--- src/rtl/mem_access_ctrl.sv ---
// mem_access_ctrl: initiator for a single-port synchronous RAM.
// Turns valid/ready read/write requests into Enable/WE/RE/address/data
// strobes and returns one response per request on a valid/ready channel.
// Only one transaction is in flight; every mem_* and rsp_* output is a flop.
// Optional feature macro: MEM_ACCESS_READBACK_EN -- each write is verified
// by a readback cycle; a mismatch is reported on rsp_err.
module mem_access_ctrl #(
   parameter int WORDSIZE   = 8,
   parameter int ADDR_WIDTH = 9
) (
   input  logic                  clk,
   input  logic                  rst_n,
   input  logic                  req_valid,
   output logic                  req_ready,
   input  logic                  req_write,
   input  logic [ADDR_WIDTH-1:0] req_addr,
   input  logic [WORDSIZE-1:0]   req_wdata,
   output logic                  rsp_valid,
   input  logic                  rsp_ready,
   output logic [WORDSIZE-1:0]   rsp_rdata,
   output logic                  rsp_err,
   output logic                  mem_enable,
   output logic                  mem_we,
   output logic                  mem_re,
   output logic [ADDR_WIDTH-1:0] mem_addr,
   output logic [WORDSIZE-1:0]   mem_wdata,
   input  logic [WORDSIZE-1:0]   mem_rdata,
   output logic                  busy
);

`ifdef MEM_ACCESS_READBACK_EN
   typedef enum logic [2:0] {
      IDLE  = 3'd0,
      WRITE = 3'd1,
      READ  = 3'd2,
      RWAIT = 3'd3,
      RESP  = 3'd4,
      VREAD = 3'd5,
      VWAIT = 3'd6
   } state_t;

   // Readback check: any difference between stored and intended data is an error.
   function automatic logic readback_mismatch(input logic [WORDSIZE-1:0] got,
                                              input logic [WORDSIZE-1:0] expected);
      return (got != expected);
   endfunction
`else
   typedef enum logic [2:0] {
      IDLE  = 3'd0,
      WRITE = 3'd1,
      READ  = 3'd2,
      RWAIT = 3'd3,
      RESP  = 3'd4
   } state_t;
`endif

   state_t state_r;

   // Transaction FSM; all outputs are registered alongside the state.
   // mem_addr/mem_wdata double as the latched request fields.
   always_ff @(posedge clk or negedge rst_n) begin
      if (!rst_n) begin
         state_r    <= IDLE;
         req_ready  <= 1'b1;
         rsp_valid  <= 1'b0;
         rsp_rdata  <= {WORDSIZE{1'b0}};
         rsp_err    <= 1'b0;
         mem_enable <= 1'b0;
         mem_we     <= 1'b0;
         mem_re     <= 1'b0;
         mem_addr   <= {ADDR_WIDTH{1'b0}};
         mem_wdata  <= {WORDSIZE{1'b0}};
         busy       <= 1'b0;
      end else begin
         case (state_r)
            IDLE: begin
               if (req_valid && req_ready) begin
                  mem_addr   <= req_addr;
                  mem_wdata  <= req_wdata;
                  mem_enable <= 1'b1;
                  req_ready  <= 1'b0;
                  busy       <= 1'b1;
                  if (req_write) begin
                     state_r <= WRITE;
                     mem_we  <= 1'b1;
                     mem_re  <= 1'b0;
                  end else begin
                     state_r <= READ;
                     mem_we  <= 1'b0;
                     mem_re  <= 1'b1;
                  end
               end else begin
                  req_ready <= 1'b1;
                  busy      <= 1'b0;
               end
            end
            WRITE: begin
`ifdef MEM_ACCESS_READBACK_EN
               // Turn the write strobe straight into a verify read.
               state_r    <= VREAD;
               mem_enable <= 1'b1;
               mem_we     <= 1'b0;
               mem_re     <= 1'b1;
`else
               state_r    <= RESP;
               mem_enable <= 1'b0;
               mem_we     <= 1'b0;
               mem_re     <= 1'b0;
               rsp_valid  <= 1'b1;
               rsp_rdata  <= {WORDSIZE{1'b0}};
               rsp_err    <= 1'b0;
`endif
            end
            READ: begin
               state_r    <= RWAIT;
               mem_enable <= 1'b0;
               mem_we     <= 1'b0;
               mem_re     <= 1'b0;
            end
            RWAIT: begin
               // RAM data_out is valid one cycle after the read strobe edge.
               state_r   <= RESP;
               rsp_valid <= 1'b1;
               rsp_rdata <= mem_rdata;
               rsp_err   <= 1'b0;
            end
`ifdef MEM_ACCESS_READBACK_EN
            VREAD: begin
               state_r    <= VWAIT;
               mem_enable <= 1'b0;
               mem_we     <= 1'b0;
               mem_re     <= 1'b0;
            end
            VWAIT: begin
               state_r   <= RESP;
               rsp_valid <= 1'b1;
               rsp_rdata <= mem_rdata;
               rsp_err   <= readback_mismatch(mem_rdata, mem_wdata);
            end
`endif
            RESP: begin
               if (rsp_valid && rsp_ready) begin
                  state_r   <= IDLE;
                  rsp_valid <= 1'b0;
                  rsp_rdata <= {WORDSIZE{1'b0}};
                  rsp_err   <= 1'b0;
                  req_ready <= 1'b1;
                  busy      <= 1'b0;
               end else begin
                  rsp_valid <= 1'b1;
               end
            end
            default: begin
               // Unreachable encoding: fall back to a quiet, idle controller.
               state_r    <= IDLE;
               req_ready  <= 1'b1;
               rsp_valid  <= 1'b0;
               rsp_rdata  <= {WORDSIZE{1'b0}};
               rsp_err    <= 1'b0;
               mem_enable <= 1'b0;
               mem_we     <= 1'b0;
               mem_re     <= 1'b0;
               busy       <= 1'b0;
            end
         endcase
      end
   end

endmodule
--- config.mk ---
export PLATFORM = sky130hd
export DESIGN_NAME = mem_access_ctrl
export DESIGN_NICKNAME = d
export VERILOG_FILES = /design/src/rtl/mem_access_ctrl.sv
export SDC_FILE = /design/constraint.sdc
export NUM_CORES = 1
export LEC_CHECK = 0
export ABC_AREA = 0
export BUFFER_PORTS_ARGS = -buffer_cell sky130_fd_sc_hd__buf_2
export CORE_MARGIN = 4
export CORE_UTILIZATION = 28
export DETAILED_ROUTE_END_ITERATION = 10
export PLACE_DENSITY_LB_ADDON = 0.12
export SLEW_MARGIN = 20
export SYNTH_ARGS = -nofsm -noshare
export SYNTH_HDL_FRONTEND = slang
export SYNTH_SLANG_ARGS = --single-unit
--- constraint.sdc ---
create_clock -name clk -period 5.1 [get_ports clk]
set_input_delay 0.765 -clock clk [delete_from_list [all_inputs] [get_ports clk]]
set_output_delay 0.765 -clock clk [all_outputs]
set_load 0.05 [all_outputs]
==> impl_metrics.json <==
{
  "status": "finished, final reports clean",
  "critical_path_depth": 3,
  "drive_above_1_share_pct": 55.6,
  "diodes": 0,
  "crit_fanout": 19,
  "io_buffers": 60,
  "worstPathArrival_ns": 2.44,
  "num_vias": 1017,
  "overflow": 0,
  "m1WireLength_um": 1340,
  "routed.top_layer": "met4",
  "vias_per_cell": 4.44,
  "root_buffer": "clkbuf_8",
  "cp-endpoint": "mem_wdata[2]",
  "numCtsBuffers": 5,
  "clk_path_buf_depth": 2,
  "synthDistinctLibCells": 27,
  "grt_pass1_vias": 1132,
  "fp.dieH_um": 79.2,
  "critPathCaptureType": "flop",
  "dp_hpwl_um": 2360,
  "first_pass_iters": 4,
  "synth_top_cell_area_share_pct": 58.2,
  "grt_pass1_wl_um": 5350,
  "finalMaxSlewViolations": 0,
  "reg2reg_slack_ns": 2.82,
  "yosysTopAreaCell": "dfrtp_1",
  "syn_inst": 100,
  "start_util_pct": 29.5,
  "fp.dieW_um": 79.2,
  "fin_area_mm2": 0.00184,
  "critical_path_required_ns": 5.27,
  "clock_latency_ns": 0.28,
  "hold_path.class": "reg2reg",
  "r2r-end": "mem_wdata[2]",
  "ios": 62,
  "critPathSlowestCell": "and2b_1",
  "synth-edff-count": 0,
  "place_congestion": 0.791,
  "ys_ff_latch": 34,
  "ys_top_cells_by_count": "dfrtp_1 (33), mux2_2 (9), a22o_1 (8), mux2_4 (8), o21ai_0 (5)",
  "antenna_found_initial": 0,
  "drcViolationCount": 0,
  "yosysWarnings": 0,
  "cts_tree": "yes",
  "fin_crit_ns": 2.28,
  "htreeDepth": 2,
  "post-route-util_pct": 38.2,
  "ys.flop_type": "dfrtp_1",
  "num-nets-final": 191,
  "ant_nets": 0,
  "post_drt_wl_per_cell_um": 13.8,
  "worstSetupStartpoint": "state_r[0]",
  "fin_crit_sh_pct": 44.6,
  "synth_area_leaders": "dfrtp_1 (58%), mux2_4 (8.5%), mux2_2 (7.1%)",
  "seqCellArea_um2": 852,
  "cp_cell_sequence": "nor4bb_4, and2b_1, mux2_2",
  "synth_area_mm2": 0.00142,
  "post_cts_buffers": 0,
  "synth.most_common_cell": "dfrtp_1",
  "area_growth_syn_to_layout_pct": 29.7,
  "cts_resized": 0,
  "slew_headroom_pct": 37.5,
  "tns_ns": 0,
  "wl_met3_um": 232,
  "multi_input_area_um2": 498,
  "die-area_mm2": 0.00627,
  "setup_viol": 0,
  "cp_num_buf_inv": 0,
  "met2_length_um": 1520,
  "coreArea_mm2": 0.00482,
  "reg2reg_depth": 3,
  "drt_iter0_markers": 29,
  "worstReg2RegStart": "state_r[0]",
  "max_stage_delay_ns": 0.80,
  "syn_nets": 130,
  "cp-start-kind": "flop",
  "hold_viol": 0,
  "max_freq_mhz": 439,
  "ctsHoldBuffers": 0,
  "max_cap_viol_count": 0,
  "clk_pin_slew_ns": 0.07,
  "finClkSkew_ns": 0.00646,
  "rsz0062_at_grt": "no",
  "wirelength_um": 3150,
  "worst_pin_slew_ns": 0.938,
  "synth_area_per_cell_um2": 14.2,
  "dpl-instance-area_mm2": 0.00175,
  "crit_family": "simple AND/OR/NAND/NOR gates",
  "async_reset_ff_share_pct": 100,
  "grt_usage_pct": 11.1,
  "worstSetupPathType": "reg2reg",
  "synth_seq_area_share_pct": 60.1,
  "cts.sinks": 34,
  "grt_max_degree": 35,
  "nFillCells": 488,
  "placementRows": 25
}
## registers in the layout (all words and copies together) (netlist names)
name,cells
rsp_rdata,8
mem_enable,1
mem_wdata,8
mem_we,1
busy,1
mem_re,1
state_r,3
mem_addr,9
req_ready,1
rsp_valid,1
## cell type report
cell class	count	area share, %
multi-input combinational	57	27.1
sequential	34	46.3
timing repair buffer	60	16.3
clock inverter	2	0.680
inverter	3	0.612
clock buffer	6	4.49
tap	67	4.55
## worst min-delay path: cells and delay by family (launching register included)
kind / cells / cell delay (ns)
AOI/OAI and AO/OA: 1 / 0.05
buffers and inverters: 1 / 0.05
DFF: 1 / 0.39
## routing by layer
metal	track usage (%)	vias to the layer above
met1	13.2	487
met5	0	-
met3	4.31	5
met4	4.98	0
li1	-	482
met2	17.8	43
## worst min-delay path by stage
stage | from | to | slack [ns] | cells past startpoint
6_report | req_ready | req_ready | 0.50 | 2
5_1_grt | mem_addr[5] | mem_addr[5] | 0.52 | 1
4_1_cts | req_ready | req_ready | 0.50 | 2
3_5_place_dp | req_ready | req_ready | 0.49 | 2
3_3_place_gp | busy | busy | 0.47 | 1
2_1_floorplan | rst_n | busy | 0.47 | 0
## stage by stage
step / cells / hold WS (ns) / setup WS, ns
3_5_place_dp: 221 / 0.491 / 2.57
3_3_place_gp: 221 / 0.465 / 2.66
4_1_cts: 229 / 0.502 / 2.79
5_1_grt: 229 / 0.518 / 2.66
6_report: 229 / 0.500 / 2.82
2_1_floorplan: 100 / 0.469 / 3.16
## placed cells by master, fill, tap and decap left out, drive strengths merged
cell type,Yosys,layout
clkinv,0,1
and3,1,1
nand3b,1,1
nor4bb,1,1
nor2,4,4
a21oi,2,2
mux2i,1,1
a31oi,2,2
inv,3,3
clkbuf,2,6
a32oi,2,2
a211o,1,1
buf,4,60
dfstp,1,1
o21ai,5,5
nand2,3,3
mux2,17,17
and2b,1,1
a22o,8,8
o21a,1,1
clkinvlp,0,1
nand3,3,3
nor3,1,1
dfrtp,33,33
a21o,2,2
conb,1,1
## logic make-up (layout without fill, tap and decap cells)
logic type | Yosys count | count (layout) | synth area share [%]
muxes | 18 | 18 | 16.3
buffers and inverters | 9 | 71 | 4.85
and+or+nand+nor | 15 | 15 | 6.52
DFF | 34 | 34 | 60.1
AOI/OAI and AO/OA | 23 | 23 | 12.0
other | 1 | 1 | 0.264
Power is not shown: default switching activity piles up to over one toggle a cycle in this logic, so the estimate is an artifact.
